## config.mk

```make
export PLATFORM = sky130hd
export DESIGN_NAME = imem_fetch_ctrl_flat
export DESIGN_NICKNAME = d
export VERILOG_FILES = /design/src/rtl/imem_fetch_ctrl_if.sv /design/src/rtl/imem_fetch_ctrl.sv /design/src/flat_wrapper.sv
export SDC_FILE = /design/constraint.sdc
export NUM_CORES = 1
export LEC_CHECK = 0
export BUFFER_PORTS_ARGS = -buffer_cell sky130_fd_sc_hd__clkbuf_2
export CAP_MARGIN = 5
export CORE_ASPECT_RATIO = 2
export CORE_UTILIZATION = 48
export CTS_CLUSTER_DIAMETER = 60
export DETAILED_ROUTE_END_ITERATION = 6
export GPL_TIMING_DRIVEN = 1
export PLACE_DENSITY_LB_ADDON = 0.15
export SYNTH_ARGS = -nofsm -noshare
export SYNTH_HDL_FRONTEND = slang
export SYNTH_SLANG_ARGS = --single-unit
```

## constraint.sdc

```tcl
create_clock -name clk -period 2.6 [get_ports clk]
set_input_delay 0 -clock clk [delete_from_list [all_inputs] [get_ports clk]]
set_output_delay 0 -clock clk [all_outputs]
set_load 0.02 [all_outputs]
```

## src/rtl/imem_fetch_ctrl_if.sv

```systemverilog
// Fetch-side bus bundle: decode-stage valid/ready handshake plus the ROM address/enable/data port.
// The master modport is the fetch sequencer; the slave modport is the decode stage together with the ROM.
interface imem_fetch_ctrl_if #(
  parameter int ADDR_W = 7,
  parameter int DATA_W = 32
);
  logic              instr_valid;
  logic              instr_ready;
  logic [DATA_W-1:0] instr_data;
  logic [ADDR_W-1:0] instr_pc;
  logic [ADDR_W-1:0] rom_addr;
  logic              rom_en;
  logic [DATA_W-1:0] rom_data;

  modport master (
    output instr_valid,
    output instr_data,
    output instr_pc,
    output rom_addr,
    output rom_en,
    input  instr_ready,
    input  rom_data
  );

  modport slave (
    input  instr_valid,
    input  instr_data,
    input  instr_pc,
    input  rom_addr,
    input  rom_en,
    output instr_ready,
    output rom_data
  );
endinterface

```

## src/rtl/imem_fetch_ctrl.sv

```systemverilog
// Instruction-fetch sequencer: owns the PC, drives the ROM and buffers one word toward decode.
// Optional IMEM_FETCH_PERF_EN adds saturating handshake/stall counters as extra ports.
module imem_fetch_ctrl #(
  parameter int              ADDR_W    = 7,
  parameter int              DATA_W    = 32,
  parameter logic [ADDR_W-1:0] RESET_PC  = 7'h00,
  parameter logic [ADDR_W-1:0] PROG_LAST = 7'h48
) (
  input  logic              clk,
  input  logic              rst_n,
  input  logic              start,
  input  logic              redirect_valid,
  input  logic [ADDR_W-1:0] redirect_pc,
  output logic              busy,
  output logic              fault,
  output logic [1:0]        fault_code,
`ifdef IMEM_FETCH_PERF_EN
  output logic [15:0]       fetch_count,
  output logic [15:0]       stall_count,
`endif
  imem_fetch_ctrl_if.master bus
);

  // state | meaning
  // IDLE  | ROM disabled, waiting for start
  // RUN   | fetching sequentially, honouring redirects and backpressure
  // FAULT | sticky fault (misaligned redirect or PC past program end); start recovers
  typedef enum logic [1:0] {
    S_IDLE  = 2'd0,
    S_RUN   = 2'd1,
    S_FAULT = 2'd2
  } state_t;

  localparam logic [1:0] FC_NONE      = 2'd0;
  localparam logic [1:0] FC_MISALIGN  = 2'd1;
  localparam logic [1:0] FC_PAST_END  = 2'd2;

  state_t            state_q, state_d;
  logic [ADDR_W-1:0] pc_q, pc_d;
  logic              valid_q, valid_d;
  logic [DATA_W-1:0] data_q, data_d;
  logic [ADDR_W-1:0] ipc_q, ipc_d;
  logic [1:0]        code_q, code_d;
  logic [ADDR_W-1:0] raddr_q;

  logic pc_in_prog;
  logic buf_free;
  logic fetch_go;

  assign pc_in_prog = (pc_q[1:0] == 2'b00) && (pc_q <= PROG_LAST);
  assign buf_free   = !valid_q || bus.instr_ready;
  assign fetch_go   = (state_q == S_RUN) && buf_free && !redirect_valid && pc_in_prog;

  always_comb begin
    state_d = state_q;
    pc_d    = pc_q;
    valid_d = valid_q;
    data_d  = data_q;
    ipc_d   = ipc_q;
    code_d  = code_q;
    case (state_q)
      S_IDLE: begin
        if (start) begin
          state_d = S_RUN;
          pc_d    = RESET_PC;
          code_d  = FC_NONE;
        end
      end
      S_RUN: begin
        if (redirect_valid) begin
          // A same-cycle handshake still completes: the buffer simply empties.
          valid_d = 1'b0;
          if (redirect_pc[1:0] != 2'b00) begin
            state_d = S_FAULT;
            code_d  = FC_MISALIGN;
          end else begin
            pc_d = redirect_pc;
          end
        end else if (buf_free) begin
          if (pc_in_prog) begin
            data_d  = bus.rom_data;
            ipc_d   = pc_q;
            valid_d = 1'b1;
            pc_d    = pc_q + ADDR_W'(4);
          end else begin
            valid_d = 1'b0;
            state_d = S_FAULT;
            code_d  = FC_PAST_END;
          end
        end
      end
      S_FAULT: begin
        valid_d = 1'b0;
        if (start) begin
          state_d = S_RUN;
          pc_d    = RESET_PC;
          code_d  = FC_NONE;
        end
      end
      default: begin
        state_d = S_IDLE;
        valid_d = 1'b0;
      end
    endcase
  end

  always_ff @(posedge clk) begin
    if (!rst_n) begin
      state_q <= S_IDLE;
      pc_q    <= RESET_PC;
      valid_q <= 1'b0;
      data_q  <= '0;
      ipc_q   <= '0;
      code_q  <= FC_NONE;
      raddr_q <= '0;
    end else begin
      state_q <= state_d;
      pc_q    <= pc_d;
      valid_q <= valid_d;
      data_q  <= data_d;
      ipc_q   <= ipc_d;
      code_q  <= code_d;
      if (fetch_go) begin
        raddr_q <= pc_q;
      end
    end
  end

  // ROM address follows the PC only while enabled, otherwise it parks on the last fetch.
  assign bus.rom_en      = fetch_go;
  assign bus.rom_addr    = fetch_go ? pc_q : raddr_q;
  assign bus.instr_valid = valid_q;
  assign bus.instr_data  = data_q;
  assign bus.instr_pc    = ipc_q;
  assign busy            = (state_q == S_RUN);
  assign fault           = (state_q == S_FAULT);
  assign fault_code      = code_q;

`ifdef IMEM_FETCH_PERF_EN
  logic [15:0] fcnt_q;
  logic [15:0] scnt_q;
  logic        start_accept;

  assign start_accept = start && (state_q != S_RUN);

  always_ff @(posedge clk) begin
    if (!rst_n || start_accept) begin
      fcnt_q <= '0;
      scnt_q <= '0;
    end else begin
      if (valid_q && bus.instr_ready && (fcnt_q != 16'hFFFF)) begin
        fcnt_q <= fcnt_q + 16'd1;
      end
      if (valid_q && !bus.instr_ready && (scnt_q != 16'hFFFF)) begin
        scnt_q <= scnt_q + 16'd1;
      end
    end
  end

  assign fetch_count = fcnt_q;
  assign stall_count = scnt_q;
`endif

endmodule

```

## src/flat_wrapper.sv

```systemverilog
// flat-port wrapper written by rule: the top's interface ports become plain ports
module imem_fetch_ctrl_flat 
#(
  parameter int              ADDR_W    = 7,
  parameter int              DATA_W    = 32,
  parameter logic [ADDR_W-1:0] RESET_PC  = 7'h00,
  parameter logic [ADDR_W-1:0] PROG_LAST = 7'h48
)
  (clk, rst_n, start, redirect_valid, redirect_pc, busy, fault, fault_code, bus_instr_valid, bus_instr_data, bus_instr_pc, bus_rom_addr, bus_rom_en, bus_instr_ready, bus_rom_data);
  imem_fetch_ctrl_if #(.ADDR_W(ADDR_W), .DATA_W(DATA_W)) bus_i ();
  input  logic clk;
  input  logic rst_n;
  input  logic start;
  input  logic redirect_valid;
  input  logic [ADDR_W-1:0] redirect_pc;
  output logic busy;
  output logic fault;
  output logic [1:0] fault_code;
  output wire logic [$bits(bus_i.instr_valid)-1:0] bus_instr_valid;
  output wire logic [$bits(bus_i.instr_data)-1:0] bus_instr_data;
  output wire logic [$bits(bus_i.instr_pc)-1:0] bus_instr_pc;
  output wire logic [$bits(bus_i.rom_addr)-1:0] bus_rom_addr;
  output wire logic [$bits(bus_i.rom_en)-1:0] bus_rom_en;
  input wire logic [$bits(bus_i.instr_ready)-1:0] bus_instr_ready;
  input wire logic [$bits(bus_i.rom_data)-1:0] bus_rom_data;
  assign bus_instr_valid = bus_i.instr_valid;
  assign bus_instr_data = bus_i.instr_data;
  assign bus_instr_pc = bus_i.instr_pc;
  assign bus_rom_addr = bus_i.rom_addr;
  assign bus_rom_en = bus_i.rom_en;
  assign bus_i.instr_ready = bus_instr_ready;
  assign bus_i.rom_data = bus_rom_data;
  imem_fetch_ctrl #(.ADDR_W(ADDR_W), .DATA_W(DATA_W), .RESET_PC(RESET_PC), .PROG_LAST(PROG_LAST)) u_core (.clk(clk), .rst_n(rst_n), .start(start), .redirect_valid(redirect_valid), .redirect_pc(redirect_pc), .busy(busy), .fault(fault), .fault_code(fault_code), .bus(bus_i));
endmodule
```

==> results of run 1 <==
## kinds of logic (layout without fill, tap and decap cells)
family | count (synthesis) | in the layout
AO/OA/AOI/OAI | 72 | 72
XOR/XNOR | 2 | 2
adder cells (fa/ha/maj) | 2 | 2
buffers and inverters | 25 | 155
flip-flops | 58 | 58
AND/OR/NAND/NOR | 135 | 135
## flip-flops by register name (all words and copies together), names as in the netlist
register and count:
u_core.bus.instr_pc 7, u_core.raddr_q 7, u_core.state_q 2, u_core.pc_q 7, u_core.fault_code 2, u_core.bus.instr_valid 1, u_core.bus.instr_data 32
## power groups by stage
| stage | Sequential [mW] | Clock (mW) | Combinational [mW] |
|---|---|---|---|
| CTS | 0.937 | 0.953 | 0.282 |
| global placement | 0.956 | 0 | 0.238 |
| floorplan | 0.984 | 0 | 0.124 |
| global route | 0.939 | 1.00 | 0.307 |
| detailed placement | 0.956 | 0 | 0.241 |
| finish | 0.936 | 0.936 | 0.282 |
## worst min-delay path, stage by stage
cell and delay (ns):
clkbuf_2 0.07, o21ai_0 0.15, o31ai_1 0.06
## per-layer routing
metal  share of wire (%)  vias up  wire (µm)  global-route usage, %
li1                    -     1240          -                      -
met1                  39     1098       2398                  23.47
met2                  55       63       3359                  42.94
met3                 4.4        8        271                  5.310
met4                 1.3        0         82                  9.717
met5                   0        -          0                      0
## area by class of cell
cell class              instances  area [µm²]  area share (%)
clock buffers                  12       155.1           4.435
clock inverters                 4       73.82           2.110
inverters                       5       18.77          0.5365
multi-input cells             211        1152           32.94
flip-flops and latches         58        1161           33.19
well taps                      57       71.32           2.039
repair buffers                134       865.8           24.75
## timing repair
| action | 4_1_cts | 5_1_grt |
|---|---|---|
| endpoints found under the hold margin | 34 | 0 |
| hold buffers | 34 | 0 |
| gates resized for setup | 0 | 0 |
## placed cells by master (no fill, tap or decap), drive strengths merged, types with 3 or more instances in the layout
| cell | n |
|---|---|
| nor2 | 9 |
| o31ai | 6 |
| dlygate4sd3 | 34 |
| nand2 | 93 |
| inv | 5 |
| buf | 5 |
| and2 | 3 |
| dfxtp | 58 |
| and3 | 6 |
| a21boi | 42 |
| nor3 | 5 |
| nand3 | 7 |
| a21oi | 5 |
| o21ai | 5 |
| nand2b | 3 |
| clkbuf | 107 |
## how the worst max path moves through the flow
stage                                start  cells after the start                                     end  slack [ns]
2_1_floorplan  u_core.pc_q[2]$_SDFFE_PN0P_                      9  u_core.bus.instr_data[10]$_SDFFE_PN0P_        0.73
3_3_place_gp   u_core.pc_q[2]$_SDFFE_PN0P_                      9                         bus_rom_addr[6]        0.65
3_5_place_dp   u_core.pc_q[2]$_SDFFE_PN0P_                      8            u_core.raddr_q[6]$_SDFF_PN0_        0.57
4_1_cts        u_core.pc_q[2]$_SDFFE_PN0P_                      9                         bus_rom_addr[6]        0.23
5_1_grt        u_core.pc_q[2]$_SDFFE_PN0P_                      9                         bus_rom_addr[6]        0.07
6_report       u_core.pc_q[2]$_SDFFE_PN0P_                      9                         bus_rom_addr[4]        0.24
## stage by stage
| step | std cells | hold slack, ns | power, mW | cell area (µm²) |
|---|---|---|---|---|
| after detailed placement | 431 | 0.2295 | 1.198 | 2929 |
| final | 481 | 0.005424 | 2.154 | 3498 |
| after floorplan | 294 | 0.1349 | 1.108 | 2430 |
| after global placement | 431 | 0.2228 | 1.194 | 2929 |
| after CTS | 481 | 0.002198 | 2.172 | 3498 |
| after global routing | 481 | 0.01778 | 2.249 | 3498 |
==> impl_results.md, run 1 <==
- Outcome: finished clean
- Global-route wire length before repair: 9.259 mm
- DIE HEIGHT: 102.6 µm
- Max incr delay on CP: 0.42 ns
- Post-Synthesis Cell Area: 0.002430 mm²
- Switching pwr: 0.5167 mW
- Reg power frac: 43.4%
- HPWL after detailed placement: 3.970 mm
- Final min period: 2.357 ns
- Peak Freq: 0.4243 GHz
- Post-synth top flop: dfxtp_1
- GR Overflow Total: 0
- Yosys top cell area share: 47.79%
- Worst setup SP type: flop
- Top cell by count, worst path: nand2_1
- Critical Path End Type: output pin
- Post-route DRC: 0
- Ports: 96
- Cell chain of the critical path: inv_1 -> ha_1 -> nand2b_1 -> a21bo_2 -> nand4_1 -> buf_4 -> nand2_1 -> nand2_1 -> clkbuf_2
- Layout area overhead: 43.98%
- Total Routing Usage GR: 23.07%
- Hold depth: 3
- Final cell utilization of the core: 71.91%
- Fin. max-slew vios: 0
- Worst Hold Class: in2reg
- Place WS: 0.5745 ns
- CP Data Required Time: 2.60 ns
- Hold EP: u_core.pc_q[5]$_SDFFE_PN0P_
- Avg Inst Size Synth: 8.265 µm²
- Fillers: 412
- Final Hold Viols: 0
- Clk slew on worst S/H paths: 0.06 ns
- CP delay by family, top: buffers and inverters
- Top-count cell post-synth: nand2_1
- Max_cap viols: 0
- Internal power: 1.637 mW
- RSZ-0062 raised after global routing: no
- Reg2reg setup slack: 0.57 ns
- Number of synthesized flops with an enable pin: 0
- Maximum number of pins on one net before global-route repair: 60
- Final Wtd Congestion: 0.7896
- Sw Ratio: 23.99%
- Clock Path Buffers: 2
- Die ar.: 0.005368 mm²
- Post-CTS setup buffer count: 0
- Ant. Diodes: 0
- Final TNS setup: 0 ns
- Slowest-stage cell, CP: dfxtp_1
- Final worst-path cycle share: 90.65%
- Root Buffer: clkbuf_8
- Worst r2r dst: u_core.raddr_q[6]$_SDFF_PN0_
- Crit path max fanout: 48
- Die Width: 52.31 µm
- Share of post-route cells with drive strength above 1: 28.07%
- Clk_lat worst skew: 0.32 ns
- Worst EP arrival: 2.36 ns
- Combinational share of power: 13.1%
- Post-synthesis simple-gate area fraction: 24.15%
- Clock sinks: 58
- Drt pass-1 iters: 4
- Top post-synthesis cells by count: nand2_1, dfxtp_1, a21boi_0
- Ys async rst share: 0%
- Starting density of the core: 49.95%
- Iter 0 DRT Violations: 37
- R2r startpoint: u_core.pc_q[2]$_SDFFE_PN0P_
- Count of different cell masters after synthesis: 40
- Core area: 0.004865 mm²
- Power Density: 615.8 mW/mm²
- Worst Tran Pin Value: 0.4809 ns
- Vias/cell: 5.008
- Final wirelength: 6.111 mm
- Port Buffer Count: 95
- CP Class: reg2out
- Worst slew margin relative to its limit: 67.94%
- FF+latch count, synth: 58
- CTS buffer count: 9
- Post-synthesis mux area share: 0%
- Initial antenna violation count: 0
- Vias in the first global route: 2118
- Final setup skew: 0.004281 ns
- Worst path bufs/invs: 3
- Nets: 465
- Post-DRT Antenna Nets: 0
- Top post-synthesis cells by area: dfxtp_1, nand2_1, a21boi_0, o31ai_1, and3_1
- H-tree Lvls: 3
- Leakage: 1.586 nW
- Post-Synthesis Cells: 294
- CTS tree: built
- Syn nets: 340
- Compound-Gate Fraction of Synth Area: 21.52%
- Fin worst setup slack: 0.2430 ns
- Synth Warn #: 0
- Worst hold start: redirect_pc[5]
- Synth Area in Adders: 1.030%
- Post-synthesis sequential area ratio: 47.79%
- Reg2Reg Depth: 8
- Post-synth top area cell: dfxtp_1
- Synth Area in XOR/XNOR: 0.7209%
- Peak supply drop: 0.4813 mV
- Clock power share: 43.5%
- Total number of vias: 2409
- Largest family of logic cells by synthesized area: simple AND/OR/NAND/NOR gates
- WL/cell: 12.70 µm
- Final Setup Violations: 0
- Rows: 36
(Power assumes the default switching activity.)
==> run 2: changes to the inputs <==
--- a/config.mk
+++ b/config.mk
@@ -8,6 +8,7 @@
 export BUFFER_PORTS_ARGS = -buffer_cell sky130_fd_sc_hd__clkbuf_2
 export CAP_MARGIN = 5
 export CORE_ASPECT_RATIO = 2
+export CORE_MARGIN = 8
 export CORE_UTILIZATION = 48
 export CTS_CLUSTER_DIAMETER = 60
 export DETAILED_ROUTE_END_ITERATION = 6
==> run 2 against run 1 <==
Against the previous run:
- fmax down 1.1%
- final cell count increased by 0.21%
- first-iteration DRC count grew to 3.1 times the previous value
- clock power down 7.6%
- combinational power hardly changed
- sequential share of layout area increased by 0.20 points
- global-route usage shrank 4.5 points
- sequential power barely moved
==> impl_results.md, run 2 (synthesis gave the netlist of run 1 again) <==
- Worst slew margin relative to its limit: 66.96%
- Peak supply drop: 0.7083 mV
- Top cell by count, worst path: nand2_1
- Reg power frac: 44.9%
- Fillers: 408
- Worst Hold Class: in2reg
- Outcome: finished clean
- Vias/cell: 5.033
- Worst EP arrival: 2.38 ns
- Leakage: 1.575 nW
- Iter 0 DRT Violations: 113
- GR Overflow Total: 0
- Final min period: 2.383 ns
- Peak Freq: 0.4196 GHz
- Total number of vias: 2426
- Vias in the first global route: 2425
- Port Buffer Count: 95
- Global-route wire length before repair: 11.00 mm
- Initial antenna violation count: 0
- Final Wtd Congestion: 0.8397
- Sw Ratio: 24.38%
- Core area: 0.004865 mm²
- Root Buffer: clkbuf_8
- Met1 Track Usage GR: 17.99%
- Max reg flops: 32
- Power Density: 600.5 mW/mm²
- Post-route DRC: 0
- Die ar.: 0.007733 mm²
- Combinational share of power: 13.7%
- Final worst-path cycle share: 91.66%
- Final Setup Violations: 0
- H-tree Lvls: 3
- CP Class: reg2out
- CTS tree: built
- Clock power share: 41.4%
- Reg area: 0.001161 mm²
- Grt peak-use layer: met2
- M3 GR Usage: 3.842%
- Worst Tran Pin Value: 0.4956 ns
- CTS buffer count: 9
- Rows: 36
- Switching pwr: 0.5090 mW
- Post-DRT Antenna Nets: 0
- Clk_lat worst skew: 0.33 ns
- Total Routing Usage GR: 18.57%
- Final setup skew: 0.007430 ns
- Max incr delay on CP: 0.44 ns
- Critical Path End Type: output pin
- Clk slew on worst S/H paths: 0.06 ns
- Internal power: 1.579 mW
- HPWL after detailed placement: 4.532 mm
- Final TNS setup: 0 ns
- Ant. Diodes: 0
- Nets: 467
- Commonest non-fill, non-tap cell in the layout: clkbuf_2
- Die Width: 66.31 µm
- Final wirelength: 6.924 mm
- CP Data Required Time: 2.60 ns
- Max_cap viols: 0
- WL/cell: 14.37 µm
- Commonest cells after routing, fill and taps aside: clkbuf_2, nand2_1, dfxtp_1, a21boi_0, dlygate4sd3_1
- Post-CTS setup buffer count: 0
- Ports: 96
- DIE HEIGHT: 116.6 µm
- Cell chain of the critical path: inv_1 -> ha_1 -> nand2b_1 -> a21bo_2 -> nand4_1 -> buf_4 -> nand2_1 -> nand2_1 -> clkbuf_2
- Slowest-stage cell, CP: dfxtp_1
- RSZ-0062 raised after global routing: no
- Drt pass-1 iters: 5
- Starting density of the core: 49.95%
- Maximum number of pins on one net before global-route repair: 60
- Grt met2 use: 33.18%
- Pwr Total: 2.088 mW
- Fin. max-slew vios: 0
- Layout area overhead: 43.10%
- Final Hold Viols: 0
- Worst setup SP type: flop
- Clock Path Buffers: 2
- Share of post-route cells with drive strength above 1: 27.29%
- Clock sinks: 58
- Crit path max fanout: 48
- Area of the multi-input gates: 0.001152 mm²
==> run 2: changes by cell type in the layout (fill, tap and decap cells not counted), sizes merged <==
cell,change
dlygate4sd3,+2
clkinv,-1
==> run 2: through the flow <==
step,std cells,area (µm²),utilization (%),hold slack (ns),setup slack [ns]
2_1_floorplan,294,2430,-,0.1349,0.7264
3_3_place_gp,431,2917,59.95,0.2225,0.5806
3_5_place_dp,431,2917,59.95,0.2297,0.5105
4_1_cts,482,3477,71.48,0.05894,0.1832
5_1_grt,482,3477,71.48,0.1124,0.01509
6_report,482,3477,71.48,0.08915,0.2168
==> run 2: layout make-up <==
| class | instances | area share, % |
|---|---|---|
| inverters | 5 | 0.5398 |
| flip-flops and latches | 58 | 33.39 |
| repair buffers | 136 | 25.12 |
| clock buffers | 12 | 3.886 |
| clock inverters | 3 | 1.871 |
| multi-input cells | 211 | 33.14 |
| well taps | 57 | 2.051 |
==> run 2: final timing paths <==
kind | startpoint | end | slack [ns] | cells after the start
worst min-delay path | rst_n | u_core.pc_q[5]$_SDFFE_PN0P_ | 0.09 | 3
worst max-delay path | u_core.pc_q[2]$_SDFFE_PN0P_ | bus_rom_addr[5] | 0.22 | 9
worst min register to register | u_core.bus.instr_data[1]$_SDFFE_PN0P_ | u_core.bus.instr_data[1]$_SDFFE_PN0P_ | 0.45 | 2
worst max register to register | u_core.state_q[1]$_SDFFE_PN0P_ | u_core.pc_q[1]$_SDFFE_PN0P_ | 0.49 | 5
==> run 2: layer usage <==
layer | share of wire [%] | wire length, µm | vias to the layer above
met5 | 0 | 0 | -
met3 | 5.7 | 394 | 19
li1 | - | - | 1235
met2 | 53 | 3670 | 77
met4 | 3.7 | 254 | 0
met1 | 38 | 2605 | 1095
==> run 2: worst max-delay path: cells and delay by family, from the launching register on <==
family          cells  cell delay (ns)
compound gates      1             0.25
flops               1             0.44
buf+inv             3             0.67
fa+ha+maj           1             0.18
simple gates        4             0.51
==> run 2: timing repair <==
action	4_1_cts	5_1_grt
endpoints found under the hold margin	36	0
resized for setup	0	0
hold buffers	36	0
==> run 2: power groups by stage <==
| stage | Clock [mW] | Sequential, mW | Combinational (mW) |
|---|---|---|---|
| finish | 0.865 | 0.938 | 0.285 |
| global route | 0.928 | 0.941 | 0.312 |
| CTS | 0.895 | 0.937 | 0.283 |
| detailed placement | 0 | 0.957 | 0.240 |
| global placement | 0 | 0.956 | 0.238 |
| floorplan | 0 | 0.984 | 0.124 |
